### src/rtl/dmem_arbiter_pkg.sv
// -----------------------------------------------------------------------------
// dmem_arbiter_pkg
// Shared definitions for the data-memory arbiter: the memory-port owner
// encoding, the default camera burst limit and the burst counter width.
// -----------------------------------------------------------------------------
package dmem_arbiter_pkg;

    // Which requester drives the single RAM port in the current cycle.
    typedef enum logic [1:0] {
        OWN_NONE = 2'd0,
        OWN_CPU  = 2'd1,
        OWN_CAM  = 2'd2
    } own_e;

    // Default number of back-to-back camera grants allowed while the CPU waits.
    localparam int CAM_BURST_MAX_DEF = 8;

    // Burst counter width; covers the legal burst limit range 1..255.
    localparam int BURST_W = 8;

endpackage : dmem_arbiter_pkg

### src/rtl/dmem_arbiter_sat_counter.sv
// -----------------------------------------------------------------------------
// sat_counter
// Up-counter that sticks at SAT_MAX instead of wrapping.
//   clk   : clock, rising edge
//   reset : synchronous active-high reset, clears count
//   clr   : synchronous clear, wins over inc
//   inc   : count up by one unless already at SAT_MAX
//   count : current value
// -----------------------------------------------------------------------------
module sat_counter #(
    parameter int               WIDTH   = 8,
    parameter logic [WIDTH-1:0] SAT_MAX = {WIDTH{1'b1}}
) (
    input  logic             clk,
    input  logic             reset,
    input  logic             clr,
    input  logic             inc,
    output logic [WIDTH-1:0] count
);

    logic [WIDTH-1:0] count_d;
    logic [WIDTH-1:0] count_q;

    // Next count: clear first, then saturating increment, else hold.
    always_comb begin
        count_d = count_q;
        if (clr) begin
            count_d = {WIDTH{1'b0}};
        end else if (inc && (count_q != SAT_MAX)) begin
            count_d = count_q + WIDTH'(1);
        end else begin
            count_d = count_q;
        end
    end

    // Count register with synchronous reset.
    always_ff @(posedge clk) begin
        if (reset) begin
            count_q <= {WIDTH{1'b0}};
        end else begin
            count_q <= count_d;
        end
    end

    assign count = count_q;

endmodule : sat_counter

### src/rtl/dmem_arbiter.sv
// -----------------------------------------------------------------------------
// dmem_arbiter
// Shares one synchronous single-port data RAM (1-cycle read latency) between
// a CPU load/store port and a camera pixel-write port. The camera normally
// wins, but once it has taken CAM_BURST_MAX consecutive slots while the CPU
// waits, the CPU gets the next slot.
//
// Parameters:
//   CAM_BURST_MAX : consecutive camera grants allowed while CPU waits (1..255)
// Ports:
//   clk, reset                      : clock, synchronous active-high reset
//   cpu_req/cpu_we/cpu_addr/cpu_wdata: CPU request (held stable while stalled)
//   cpu_rdata, cpu_rvalid           : load data / one-cycle load-valid strobe
//   cpu_stall                       : CPU requested but was not granted
//   cam_req/cam_addr/cam_wdata      : camera write (held until cam_ack)
//   cam_ack                         : camera write accepted this cycle
//   mem_we/mem_addr/mem_wdata       : RAM port controls
//   mem_rdata                       : RAM read data (one cycle after address)
// Build option:
//   DMEM_ARB_STATS_EN : adds cam_grant_cnt and cpu_stall_cnt (32-bit,
//                       saturating). Arbitration is identical either way.
// -----------------------------------------------------------------------------
module dmem_arbiter
    import dmem_arbiter_pkg::*;
#(
    parameter int CAM_BURST_MAX = dmem_arbiter_pkg::CAM_BURST_MAX_DEF
) (
    input  logic        clk,
    input  logic        reset,
    input  logic        cpu_req,
    input  logic        cpu_we,
    input  logic [31:0] cpu_addr,
    input  logic [31:0] cpu_wdata,
    output logic [31:0] cpu_rdata,
    output logic        cpu_rvalid,
    output logic        cpu_stall,
    input  logic        cam_req,
    input  logic [31:0] cam_addr,
    input  logic [31:0] cam_wdata,
    output logic        cam_ack,
    output logic        mem_we,
    output logic [31:0] mem_addr,
    output logic [31:0] mem_wdata,
`ifdef DMEM_ARB_STATS_EN
    output logic [31:0] cam_grant_cnt,
    output logic [31:0] cpu_stall_cnt,
`endif
    input  logic [31:0] mem_rdata
);

    localparam logic [BURST_W-1:0] BURST_MAX_C = BURST_W'(CAM_BURST_MAX);

    logic               cam_grant;
    logic               cpu_grant;
    own_e               owner;
    logic [BURST_W-1:0] burst_count;
    logic               burst_inc;
    logic               burst_clr;
    logic               rd_pend_d;
    logic               rd_pend_q;
    logic [31:0]        rdata_hold_d;
    logic [31:0]        rdata_hold_q;

    // Grant decision: camera first unless its burst allowance is used up
    // while the CPU is waiting; nothing is granted during reset.
    always_comb begin
        cam_grant = 1'b0;
        cpu_grant = 1'b0;
        if (reset) begin
            cam_grant = 1'b0;
            cpu_grant = 1'b0;
        end else begin
            cam_grant = cam_req && (!cpu_req || (burst_count < BURST_MAX_C));
            cpu_grant = cpu_req && !cam_grant;
        end
    end

    // Encode the current port owner.
    always_comb begin
        owner = OWN_NONE;
        if (cam_grant) begin
            owner = OWN_CAM;
        end else if (cpu_grant) begin
            owner = OWN_CPU;
        end else begin
            owner = OWN_NONE;
        end
    end

    // RAM port mux; idle cycles drive zeros so the bus is quiet.
    always_comb begin
        mem_we    = 1'b0;
        mem_addr  = 32'd0;
        mem_wdata = 32'd0;
        case (owner)
            OWN_CPU: begin
                mem_we    = cpu_we;
                mem_addr  = cpu_addr;
                mem_wdata = cpu_wdata;
            end
            OWN_CAM: begin
                mem_we    = 1'b1;
                mem_addr  = cam_addr;
                mem_wdata = cam_wdata;
            end
            default: begin
                mem_we    = 1'b0;
                mem_addr  = 32'd0;
                mem_wdata = 32'd0;
            end
        endcase
    end

    assign cam_ack   = cam_grant;
    assign cpu_stall = cpu_req && !cpu_grant && !reset;

    // The burst only counts camera slots taken while the CPU is waiting;
    // it restarts once the CPU is served or the camera goes idle.
    assign burst_inc = cam_grant && cpu_req;
    assign burst_clr = cpu_grant || !cam_req;

    sat_counter #(
        .WIDTH   (BURST_W),
        .SAT_MAX (BURST_MAX_C)
    ) u_burst_cnt (
        .clk   (clk),
        .reset (reset),
        .clr   (burst_clr),
        .inc   (burst_inc),
        .count (burst_count)
    );

    // Read-pending and load-data hold next-state.
    always_comb begin
        rd_pend_d    = cpu_grant && !cpu_we;
        rdata_hold_d = rdata_hold_q;
        if (cpu_rvalid) begin
            rdata_hold_d = mem_rdata;
        end else begin
            rdata_hold_d = rdata_hold_q;
        end
    end

    // Read-pending flag and load-data hold register.
    always_ff @(posedge clk) begin
        if (reset) begin
            rd_pend_q    <= 1'b0;
            rdata_hold_q <= 32'd0;
        end else begin
            rd_pend_q    <= rd_pend_d;
            rdata_hold_q <= rdata_hold_d;
        end
    end

    // Gating with reset kills a read granted just before reset asserted.
    assign cpu_rvalid = rd_pend_q && !reset;

    // Load data: live RAM data on the valid cycle, held value otherwise.
    always_comb begin
        cpu_rdata = rdata_hold_q;
        if (reset) begin
            cpu_rdata = 32'd0;
        end else if (cpu_rvalid) begin
            cpu_rdata = mem_rdata;
        end else begin
            cpu_rdata = rdata_hold_q;
        end
    end

`ifdef DMEM_ARB_STATS_EN
    sat_counter #(
        .WIDTH (32)
    ) u_cam_grant_cnt (
        .clk   (clk),
        .reset (reset),
        .clr   (1'b0),
        .inc   (cam_grant),
        .count (cam_grant_cnt)
    );

    sat_counter #(
        .WIDTH (32)
    ) u_cpu_stall_cnt (
        .clk   (clk),
        .reset (reset),
        .clr   (1'b0),
        .inc   (cpu_stall),
        .count (cpu_stall_cnt)
    );
`endif

endmodule : dmem_arbiter

### config.mk
export PLATFORM = sky130hd
export DESIGN_NAME = dmem_arbiter
export DESIGN_NICKNAME = d
export VERILOG_FILES = /design/src/rtl/dmem_arbiter_pkg.sv /design/src/rtl/dmem_arbiter_sat_counter.sv /design/src/rtl/dmem_arbiter.sv
export SDC_FILE = /design/constraint.sdc
export NUM_CORES = 1
export LEC_CHECK = 0
export BUFFER_PORTS_ARGS = -buffer_cell sky130_fd_sc_hd__clkbuf_2
export CORE_AREA = 2 2 101 103
export DETAILED_ROUTE_END_ITERATION = 12
export DIE_AREA = 0 0 103 105
export PLACE_DENSITY = 0.75
export SLEW_MARGIN = 10
export SYNTH_ARGS = -nofsm -noshare
export SYNTH_HDL_FRONTEND = slang
export SYNTH_SLANG_ARGS = --single-unit
### constraint.sdc
create_clock -name clk -period 1.45 [get_ports clk]
set_clock_uncertainty 0.1 [all_clocks]
set_input_delay 0.145 -clock clk [delete_from_list [all_inputs] [get_ports clk]]
set_output_delay 0.145 -clock clk [all_outputs]
set_load 0.05 [all_outputs]
=== Word level (Yosys, flattened, before mapping) ===
Cells that the tools add are included.

* Register bits after elaboration: 41
* Input bits: 165
* Output and inout port bits: 100

* $add $sub $neg: 1
* Magnitude comparators: 1
* Equality and inequality tests: 3
* Multiplexer cells: 9
* Reduce and logical (&&, ||, !) cells: 17

{| class="wikitable"
|+ Operator list
! operator !! count
|-
| 32-bit case mux with 2 select lines || 2
|-
| 32-bit two-way mux || 2
|-
| 8-bit by 1-bit adder with 8-bit output (second input constant) || 1
|-
| 1-bit logical AND || 8
|-
| 8-bit by 4-bit less-than comparator with 1-bit output (second input constant) || 1
|-
| 8-bit by 4-bit inequality test with 1-bit output (second input constant) || 1
|-
| 1-bit zero test || 6
|-
| 1-bit two-way mux || 3
|-
| 2-bit by 1-bit == test with 1-bit output (second input constant) || 1
|-
| 2-bit == test (second input constant) || 1
|-
| 1-bit logical OR || 2
|-
| 2-bit two-way mux || 1
|-
| 1-bit case mux with 2 select lines || 1
|-
| 2-bit OR reduction || 1
|}

=== Longest topological paths before layout ===
Gate-level depths: netlist of the first run.

* Depth in word-level cells: 10
* Depth in mapped cells: 6
* Mapped depth without buffers: 4

=== Modules after synthesis ===
Synthesis of the first run repeated with hierarchy kept, for this count alone.

* Cells, all modules: 392
* Area total of the unflattened synthesis: 3394.5 sq um

{| class="wikitable"
|+ By module, submodules not included
! module !! times used !! cells each !! area each (sq um)
|-
| dmem_arbiter || 1 || 342 || 2985.4
|-
| sat_counter || 1 || 50 || 409.1
|}

=== Least setup slack after synthesis of the first run ===
Ideal clock, no wire load.

* Path kind: reg-to-output
* From: register u_burst_cnt.count_q[3], in the netlist u_burst_cnt.count[3]
* To: output port mem_addr[0]
* Arrival: 2.046 ns
* Data required time: 1.205 ns
* Slack: -0.841 ns
* Stages on the path, launching flop included: 6
* Path through: dfxtp_1 or3_1 o21ai_1 buf_4 buf_4 o32ai_1

* Cells in the longest elaborated chain, start to end: 10
* Elaborated cells on any way between the ends: 12

{| class="wikitable"
|+ RTL lines
! what !! RTL line !! source
|-
| start: declaration || dmem_arbiter_sat_counter.sv:22 || <nowiki>logic [WIDTH-1:0] count_q;</nowiki>
|-
| start signal: assignment || dmem_arbiter_sat_counter.sv:39 || <nowiki>count_q <= {WIDTH{1'b0}};</nowiki>
|-
| start signal: assignment || dmem_arbiter_sat_counter.sv:41 || <nowiki>count_q <= count_d;</nowiki>
|-
| 8-bit by 4-bit less-than comparator with 1-bit output (*) || dmem_arbiter.sv:73 || <nowiki>cam_grant = cam_req && (!cpu_req || (burst_count < BURST_MAX_C));</nowiki>
|-
| 1-bit logical OR (*) || dmem_arbiter.sv:73 ||
|-
| 1-bit logical AND (*) || dmem_arbiter.sv:73 ||
|-
| 1-bit zero test || dmem_arbiter.sv:74 || <nowiki>cpu_grant = cpu_req && !cam_grant;</nowiki>
|-
| 1-bit logical AND || dmem_arbiter.sv:74 ||
|-
| 1-bit two-way mux || dmem_arbiter.sv:69 || <nowiki>if (reset) begin</nowiki>
|-
| 1-bit two-way mux || dmem_arbiter.sv:83 || <nowiki>end else if (cpu_grant) begin</nowiki>
|-
| 2-bit two-way mux (*) || dmem_arbiter.sv:81 || <nowiki>if (cam_grant) begin</nowiki>
|-
| 2-bit == test / 2-bit by 1-bit == test with 1-bit output (equally long branches) || dmem_arbiter.sv:95 || <nowiki>case (owner)</nowiki>
|-
| 32-bit case mux with 2 select lines (*) || dmem_arbiter.sv:95 ||
|-
| end: declaration || dmem_arbiter.sv:42 || <nowiki>output logic [31:0] mem_addr,</nowiki>
|}

Every way passes the cells marked *; elsewhere a longest branch is shown, timed or not.

=== Worst setup path in the final report of the first run ===
* From: register u_burst_cnt.count_q[7], in the netlist u_burst_cnt.count[7]
* To: output port mem_addr[29]

Same word-level chain as after synthesis.

==> flow_summary.json, run 1 <==
{
  "status": "finished, violations left",
  "violations": "negative setup slack",
  "ys_ff_latch": 41,
  "fmax_mhz": 470,
  "cts_root_buffer": "clkbuf_8",
  "fin_util_pct": 84.0,
  "cts_inserted_buffers": 5,
  "rsz0062_at_grt": "yes",
  "finalSetupTns_ns": -50.45,
  "clock-sinks": 41,
  "num_vias": 4088,
  "dp.cells": 778,
  "finalInstanceArea_sq_mm": 0.00810,
  "tritoncts": "yes",
  "clockPowerShare_pct": 20.1,
  "r2r-end": "rd_pend_q",
  "globalRouteMet2Util_pct": 53.7,
  "syn_area_sq_mm": 0.00289,
  "start_util_pct": 30.0,
  "reg2reg_setup_slack_ns": -0.11,
  "critPathMaxFanout": 10,
  "grt.busiest_layer": "met2",
  "min_path_type": "in2reg",
  "arrival_ns": 1.88,
  "area.growth.synth_to_final_pct": 180,
  "leakagePower_nw": 3.26,
  "swShare_pct": 39.7,
  "min_to": "rdata_hold_q[19]",
  "syn_nets": 539,
  "syn_area_per_cell_sq_um": 7.78,
  "dpl-instance-area_sq_mm": 0.00637,
  "die_w_microns": 103,
  "overflow": 0,
  "grt_use_met3_pct": 6.29,
  "cts_max_path_buffers": 2,
  "drive_gt1_share_pct": 71.6,
  "peakVddDrop_uv": 569,
  "drt-initial-drc-count": 91,
  "hold_viol": 0,
  "num_rows": 36,
  "clk_pin_slew_ns": 0.08,
  "routed_via_density": 5.10,
  "maxSlewHeadroom_pct": 76.6,
  "cp-start-kind": "flip-flop",
  "seq_power_share_pct": 25.7,
  "p_per_area_mw_per_mm2": 561,
  "p_sw_mw": 1.81,
  "wirelength_microns": 16200,
  "clk_latency_ns": 0.29,
  "placement.io_buffers": 264,
  "dr.pass1.iters": 4,
  "grt_antenna_before_repair": 0,
  "use_met1_pct": 26.3,
  "final_cell_mix": "clkbuf_2 (163), buf_8 (70), inv_1 (67)",
  "seq_area_frac_synth_pct": 28.4,
  "cap_violations": 0,
  "n_antenna_cell": 0,
  "final_nets": 835,
  "wl_per_cell_microns": 20.3,
  "grt_pass1_wl_microns": 23100,
  "final_common_cell": "clkbuf_2",
  "grt_max_degree": 26,
  "slew_violations": 0,
  "synth_cells": 372,
  "worstHoldStart": "mem_rdata[19]",
  "report.final.setup_viol": 101,
  "drc": 0,
  "instances_no_fill": 801,
  "power_frac_comb_pct": 54.3,
  "finalCritPeriodShare_pct": 147,
  "cp.required_ns": 1.21,
  "design.die.area_sq_mm": 0.0108,
  "ant_nets": 0,
  "yosysWarnings": 0,
  "r2r_cells": 5,
  "fin_ws_ns": -0.677,
  "dp_hpwl_microns": 9790,
  "die-height_microns": 105,
  "grt_pass1_vias": 4481,
  "gp_congestion": 0.841,
  "p_int_mw": 2.74,
  "endpoint_kind": "output port",
  "grt_usage_pct": 27.2,
  "crit_type": "reg2out",
  "worst_pin_slew_ns": 0.349,
  "core-area_sq_mm": 0.00964,
  "synth_cell_types": 25,
  "whs_path_depth": 3,
  "cts_max_level": 2,
  "period_minus_slack_ns": 2.13,
  "r2r_start": "u_burst_cnt.count[7]",
  "io_pins": 265
}
==> final cells by class <==
cell class | instances | area [sq um]
fillers | 503 | 1540
well taps | 133 | 166
multi-input cells | 227 | 3580
flip-flops and latches | 41 | 828
repair buffers | 326 | 3170
inverters | 67 | 251
clock buffers | 5 | 68.8
clock inverters | 2 | 35.0
==> worst max-delay path by stage <==
stage | startpoint | to | slack [ns] | cells past startpoint
after floorplan | u_burst_cnt.count[7] | mem_addr[0] | -0.28 | 5
after global placement | u_burst_cnt.count[7] | mem_wdata[10] | -0.45 | 6
after detailed placement | u_burst_cnt.count[7] | mem_wdata[13] | -0.48 | 5
after CTS | u_burst_cnt.count[7] | mem_addr[0] | -0.68 | 6
after global routing | u_burst_cnt.count[7] | mem_wdata[25] | -0.73 | 6
final | u_burst_cnt.count[7] | mem_addr[29] | -0.68 | 6
==> cell usage after synthesis <==
library cell,instances,area [sq um]
a21oi_1,5,25.0
a2bb2oi_1,1,8.76
a41oi_1,1,8.76
and2_1,4,25.0
and3b_1,1,8.76
buf_2,6,30.0
buf_4,7,52.6
buf_6,5,56.3
clkbuf_1,19,71.3
dfxtp_1,41,821
ha_1,2,25.0
inv_1,67,251
mux2i_1,32,320
nand2_1,4,15.0
nand2b_1,65,407
nand3_1,1,5.00
nand4_1,2,12.5
nor2_1,36,135
nor2b_1,2,12.5
nor3_1,3,15.0
o211ai_1,1,7.51
o21ai_1,1,5.00
o32ai_1,64,561
or3_1,1,6.26
or3b_1,1,8.76
==> metrics by stage <==
stage | setup slack, ns | power, mW | hold slack [ns]
after floorplan | -0.276 | 2.61 | 0.122
after global placement | -0.445 | 3.16 | 0.225
after detailed placement | -0.483 | 3.19 | 0.233
after CTS | -0.679 | 4.41 | 0.0411
after global routing | -0.728 | 4.69 | 0.0679
final | -0.677 | 4.54 | 0.0731
==> worst max-delay path: stages, from the launching register on <==
cell     delay [ns]
dfxtp_2        0.33
or3_4          0.41
o21ai_4        0.18
buf_12         0.18
buf_12         0.18
o32ai_4        0.09
buf_4          0.20
==> power groups by stage <==
| stage | Clock [mW] | Sequential [mW] | Combinational [mW] |
|---|---|---|---|
| final | 0.912 | 1.17 | 2.47 |
| after CTS | 0.903 | 1.16 | 2.35 |
| after floorplan | 0 | 1.18 | 1.43 |
| after detailed placement | 0 | 1.18 | 2.01 |
| after global routing | 0.960 | 1.17 | 2.56 |
| after global placement | 0 | 1.18 | 1.98 |
==> kinds of logic after synthesis <==
kind of cell	synth area share [%]
compound gates	21.3
flops	28.4
simple gates	22.5
buf+inv	16.0
mux	11.1
fa+ha+maj	0.865
==> flip-flops by register name, indices dropped and copies added, names as in the netlist <==
name,flops
rdata_hold_q,32
rd_pend_q,1
u_burst_cnt.count,8
==> per-layer routing <==
layer / vias to the layer above / wire (microns)
li1: 1880 / -
met1: 1949 / 5180
met2: 206 / 9280
met3: 53 / 1120
met4: 0 / 660
met5: - / 0
==> timing repair <==
action,CTS,global route
endpoints found under the hold margin,1,0
buffers inserted,8,8
resized for setup,263,90
hold buffers,1,0
endpoints found under the setup margin,101,105
cloned,3,1
pin swaps,9,13
No activity file was read; power rests on OpenSTA's default activity.
==> run 2, diff against run 1 <==
- ABC_AREA: default -> 1
- CORE_AREA: 2 2 101 103 -> 2 2 102 104
- DIE_AREA: 0 0 103 105 -> 0 0 104 106
- PLACE_DENSITY: 0.75 -> 0.69
==> run 2 against run 1 <==
The flow still finishes with violations (negative setup slack). Setup slack gained 0.058 ns. Final area fell by 6.2%. Sequential power hardly changed. Synthesized cell count up 8.6%. Count of clock-buffer cells in the layout unchanged. Fmax increased by 2.8%.
==> flow_summary.json, run 2 <==
{
  "status": "finished, violations left",
  "violations": "negative setup slack",
  "final_nets": 868,
  "synth_common_cells": "nand2_1 (135), nor2_1 (75), nand3_1 (67), dfxtp_1 (41), o21ai_0 (33)",
  "drt-initial-drc-count": 258,
  "yosysWarnings": 0,
  "wl_per_cell_microns": 20.0,
  "report.final.setup_viol": 108,
  "fin_ws_ns": -0.619,
  "synth_edf_count": 0,
  "r2r_start": "u_burst_cnt.count[7]",
  "dp_hpwl_microns": 9160,
  "dp.cells": 800,
  "ant_nets": 0,
  "period_minus_slack_ns": 2.07,
  "seq_area_frac_synth_pct": 34.2,
  "endpoint_kind": "output port",
  "grt_antenna_before_repair": 1,
  "gp_congestion": 0.894,
  "cts_max_path_buffers": 2,
  "cts_inserted_buffers": 5,
  "largest_register_ffs": 32,
  "num_vias": 4175,
  "overflow": 0,
  "grt_max_degree": 51,
  "worstHoldStart": "mem_rdata[4]",
  "synth_cells": 404,
  "grt_pass1_wl_microns": 22700,
  "clk_pin_slew_ns": 0.08,
  "maxSlewHeadroom_pct": 81.3,
  "grt_pass1_vias": 4278,
  "tritoncts": "yes",
  "total_power_mw": 4.17,
  "slew_violations": 0,
  "critPathMaxFanout": 5,
  "cts_root_buffer": "clkbuf_8",
  "p_per_area_mw_per_mm2": 549,
  "hold_viol": 0,
  "fillers": 604,
  "area.growth.synth_to_final_pct": 217,
  "peakVddDrop_uv": 528,
  "finalCritPeriodShare_pct": 143,
  "syn_area_per_cell_sq_um": 5.93,
  "placement.io_buffers": 264,
  "multi_input_area_sq_mm": 0.00283,
  "ys_ff_latch": 41,
  "startpoint": "u_burst_cnt.count[7]",
  "die_w_microns": 104,
  "cap_violations": 0,
  "netlist_top_cells_area": "dfxtp_1 (34%), nand2_1 (21%), nand3_1 (14%)",
  "post-synth-top-count-cell": "nand2_1",
  "final_cell_mix": "clkbuf_2 (164), nand2_4 (88), nor2_4 (67)",
  "routed_via_density": 4.99,
  "wirelength_microns": 16700,
  "worst_pin_slew_ns": 0.280,
  "yosys.area.top_type": "dfxtp_1",
  "syn_area_sq_mm": 0.00240,
  "synth_cell_types": 19,
  "cp-start-kind": "flip-flop",
  "die-height_microns": 106,
  "register_area_sq_um": 826,
  "cp.required_ns": 1.21,
  "design.die.area_sq_mm": 0.0110,
  "grt_usage_pct": 26.2,
  "syn_nets": 571,
  "clk_latency_ns": 0.29,
  "largest_register": "rdata_hold_q",
  "dr.pass1.iters": 6,
  "arrival_ns": 1.82,
  "synthArstFlopShare_pct": 0,
  "io_pins": 265,
  "clock-sinks": 41,
  "min_path_type": "in2reg",
  "fmax_mhz": 483,
  "synth_top_area_share_pct": 34.2,
  "cts_max_level": 2,
  "num_rows": 37,
  "ys.flop_type": "dfxtp_1",
  "drc": 0,
  "drive_gt1_share_pct": 78.0,
  "crit_type": "reg2out",
  "final_common_cell": "clkbuf_2",
  "leakagePower_nw": 3.46,
  "rsz0062_at_grt": "yes",
  "start_util_pct": 24.0,
  "core-area_sq_mm": 0.0100,
  "instances_no_fill": 837
}
## run 2: cell types whose count changed after synthesis, moves of 33 or more
| cell | before | now |
|---|---|---|
| nand2_1 | 4 | 135 |
| nand2b_1 | 65 | 0 |
| o32ai_1 | 64 | 0 |
| nor2_1 | 36 | 75 |
| inv_1 | 67 | 11 |
| nand3_1 | 1 | 67 |
| o21ai_0 | 0 | 33 |
## run 2: kinds of logic (layout without fill, tap and decap cells)
group | count (synthesis) | after routing | synth area share (%)
AOI/OAI and AO/OA | 35 | 35 | 7.31
xor gates and xnor gates | 1 | 1 | 0.365
adders and majority gates | 2 | 2 | 1.04
buffers and inverters | 42 | 338 | 8.40
DFF | 41 | 41 | 34.2
other | 0 | 1 | 0
and+or+nand+nor | 283 | 283 | 48.6
## run 2: worst max-delay path, cell delays in order (launching register included)
cell and delay, ns:
dfxtp_2 0.33, nor2_1 0.10, nand3_1 0.09, nand2_2 0.11, nand2_4 0.07, nor2_4 0.18
buf_6 0.18, clkbuf_16 0.18, nand2_2 0.07, nand2_4 0.08, buf_12 0.13
## run 2: final timing paths
path / endpoint / slack, ns / cells after the start
setup reg to reg: u_burst_cnt.count[3] / -0.22 / 10
hold reg to reg: u_burst_cnt.count[5] / 0.38 / 2
setup / recovery: mem_addr[22] / -0.62 / 10
hold / removal: rdata_hold_q[4] / 0.03 / 3
## run 2: per-stage QoR
step	hold WS, ns	util, %	instance area (sq um)	setup TNS [ns]	setup slack, ns
after floorplan	0.117	-	3100	-1.09	-0.0578
after global placement	0.233	53.2	5320	-13.34	-0.256
after detailed placement	0.241	53.2	5320	-14.80	-0.282
after CTS	0.0112	70.8	7080	-41.87	-0.595
after global routing	0.0388	75.9	7590	-53.81	-0.717
final	0.0284	75.9	7590	-44.72	-0.619
## run 2: final cells by class
class | count | area share, %
inverter | 12 | 0.890
antenna | 1 | 0.0330
clock inverter | 1 | 0.0659
timing repair buffer | 320 | 47.8
clock buffer | 5 | 0.906
tap | 136 | 2.24
multi-input combinational | 321 | 37.2
sequential | 41 | 10.9
## run 2: power by group
group          internal, mW  total, mW  switching (mW)
Combinational          1.03       2.28            1.24
Sequential             1.16       1.18          0.0247
Clock                 0.317      0.709           0.392
Total                  2.51       4.17            1.66
## run 2: timing repair
| action | 4_1_cts | 5_1_grt |
|---|---|---|
| gates resized for setup | 309 | 138 |
| endpoints found under the hold margin | 1 | 0 |
| pin swaps | 11 | 24 |
| endpoints found under the setup margin | 107 | 108 |
| cloned | 8 | 3 |
| hold buffers | 1 | 0 |
| setup buffers | 15 | 10 |
## run 2: metal layers
layer	share of wire, %	wire, microns	vias to the layer above	track usage [%]
li1	-	-	1880	-
met1	32	5430	1936	25.6
met2	53	8810	273	52.0
met3	7.6	1270	86	6.01
met4	7.2	1210	0	11.6
met5	0	0	-	0
==> run 3, diff against run 2 <==
- SETUP_SLACK_MARGIN: default -> 0.5
==> run 3 against run 2 <==
Core utilization up 7.0 points. Via count is 3.1% higher. Critical path depth fell by 1. The flow still finishes with violations (negative setup slack). Highest routed layer unchanged.
==> flow_summary.json, run 3 (synthesis results as in run 2) <==
{
  "grt_antenna_before_repair": 0,
  "ant_nets": 0,
  "num_vias": 4306,
  "min_path_type": "in2reg",
  "arrival_ns": 1.86,
  "whs_path_depth": 3,
  "peakVddDrop_uv": 492,
  "wl_per_cell_microns": 21.0,
  "drt-initial-drc-count": 275,
  "clk_latency_ns": 0.28,
  "area.growth.synth_to_final_pct": 246,
  "cts_inserted_buffers": 5,
  "critPathMaxFanout": 16,
  "grt_usage_pct": 28.4,
  "cp.required_ns": 1.21,
  "status": "finished, violations left",
  "gp_congestion": 0.868,
  "dp.cells": 806,
  "slowest_stage": "dfxtp_1",
  "fmax_mhz": 475,
  "cts_root_buffer": "clkbuf_8",
  "num_rows": 37,
  "endpoint_kind": "output port",
  "core-area_sq_mm": 0.0100,
  "overflow": 0,
  "placement.io_buffers": 264,
  "wirelength_microns": 18200,
  "io_pins": 265,
  "r2r-end": "u_burst_cnt.count[1]",
  "pre_cts_slack_ns": -0.354,
  "largest_register": "rdata_hold_q",
  "tritoncts": "yes",
  "clock-sinks": 41,
  "slowest_delay_ns": 0.34,
  "drc": 0,
  "violations": "negative setup slack",
  "dpl-instance-area_sq_mm": 0.00579,
  "finalCritPeriodShare_pct": 145,
  "grt_pass1_vias": 4525,
  "maxSlewHeadroom_pct": 83.1,
  "cp-start-kind": "flip-flop",
  "start_util_pct": 24.0,
  "design.die.area_sq_mm": 0.0110,
  "grt_max_degree": 37,
  "drive_gt1_share_pct": 79.0,
  "final_nets": 898,
  "hold_viol": 0,
  "crit_buf_inv": 3,
  "cts_max_path_buffers": 2,
  "routed_via_density": 4.96,
  "path_cells": "nor2_1 -> nand3_1 -> nand2_2 -> nand2_4 -> buf_4 -> buf_16 -> nand3_1 -> nand2_4 -> clkbuf_16",
  "dr.pass1.iters": 4,
  "rsz0062_at_grt": "yes",
  "clk_pin_slew_ns": 0.08,
  "slew_violations": 0,
  "p_per_area_mw_per_mm2": 556,
  "total_power_mw": 4.61,
  "dp_hpwl_microns": 9600,
  "cts_max_level": 2,
  "final_cell_mix": "clkbuf_2 (164), nand2_4 (102), nor2_4 (67)",
  "die_w_microns": 104,
  "min_to": "rdata_hold_q[22]",
  "critPathTopFamily": "simple AND/OR/NAND/NOR gates",
  "fin_ws_ns": -0.657,
  "reg2reg_setup_slack_ns": -0.25,
  "leakagePower_nw": 3.77,
  "period_minus_slack_ns": 2.11,
  "cap_violations": 0,
  "r2r_cells": 13,
  "finalSetupTns_ns": -42.41,
  "n_antenna_cell": 0,
  "report.final.setup_viol": 109,
  "die-height_microns": 106,
  "largest_register_ffs": 32,
  "final_common_cell": "clkbuf_2",
  "crit_type": "reg2out",
  "worstHoldStart": "mem_rdata[22]",
  "grt_pass1_wl_microns": 24500,
  "worst_pin_slew_ns": 0.253,
  "instances_no_fill": 868,
  "r2r_start": "u_burst_cnt.count[7]",
  "finalInstanceArea_sq_mm": 0.00829
}
==> run 3: tightest hold or removal path, stage by stage <==
cell and delay [ns]:
clkbuf_2 0.11, nor2_4 0.05, nor2_4 0.09
==> run 3: stage by stage <==
step	utilization, %	hold WS [ns]
finish	82.9	0.0346
global route	82.9	0.0295
CTS	77.9	0.00668
detailed placement	57.9	0.222
global placement	57.9	0.216
floorplan	-	0.108
==> run 3: how the worst max path moves through the flow <==
| stage | from | to | slack [ns] | cells past startpoint |
|---|---|---|---|---|
| 2_1_floorplan | u_burst_cnt.count[4] | mem_wdata[10] | -0.03 | 9 |
| 3_3_place_gp | u_burst_cnt.count[4] | mem_addr[13] | -0.31 | 9 |
| 3_5_place_dp | u_burst_cnt.count[4] | mem_addr[6] | -0.35 | 9 |
| 4_1_cts | u_burst_cnt.count[4] | mem_addr[22] | -0.61 | 11 |
| 5_1_grt | u_burst_cnt.count[4] | mem_wdata[1] | -0.71 | 11 |
| 6_report | u_burst_cnt.count[7] | mem_wdata[1] | -0.66 | 9 |
==> run 3: power breakdown <==
part,total [mW],switching (mW),leakage [nW],internal (mW)
sequential,1.19,0.0325,0.334,1.16
combinational,2.45,1.32,3.38,1.13
clock,0.970,0.408,0.0585,0.562
==> run 3: area by class of cell <==
type                    instances  area, sq um
multi-input cells             321         3040
inverters                      12         65.1
clock inverters                 1         30.0
fillers                       517         1710
clock buffers                   7         86.3
repair inverters                4          106
well taps                     136          170
flip-flops and latches         41          826
repair buffers                346         3970
==> run 3: repair_timing <==
item / 4_1_cts / 5_1_grt
pin swaps: 28 / 37
setup buffers: 26 / 10
hold buffers: 1 / 0
gates cloned: 13 / 4
setup endpoints to repair: 141 / 141
gates resized for setup: 307 / 85
endpoints found under the hold margin: 1 / 0
==> run 3: per-layer routing <==
layer	share of wire [%]	vias up	global-route usage, %	routed length (microns)
met5	0	-	0	0
met4	4.6	0	10.2	844
met3	6.3	56	5.15	1140
met2	56	236	57.0	10100
met1	33	2064	29.0	6090
li1	-	1950	-	-
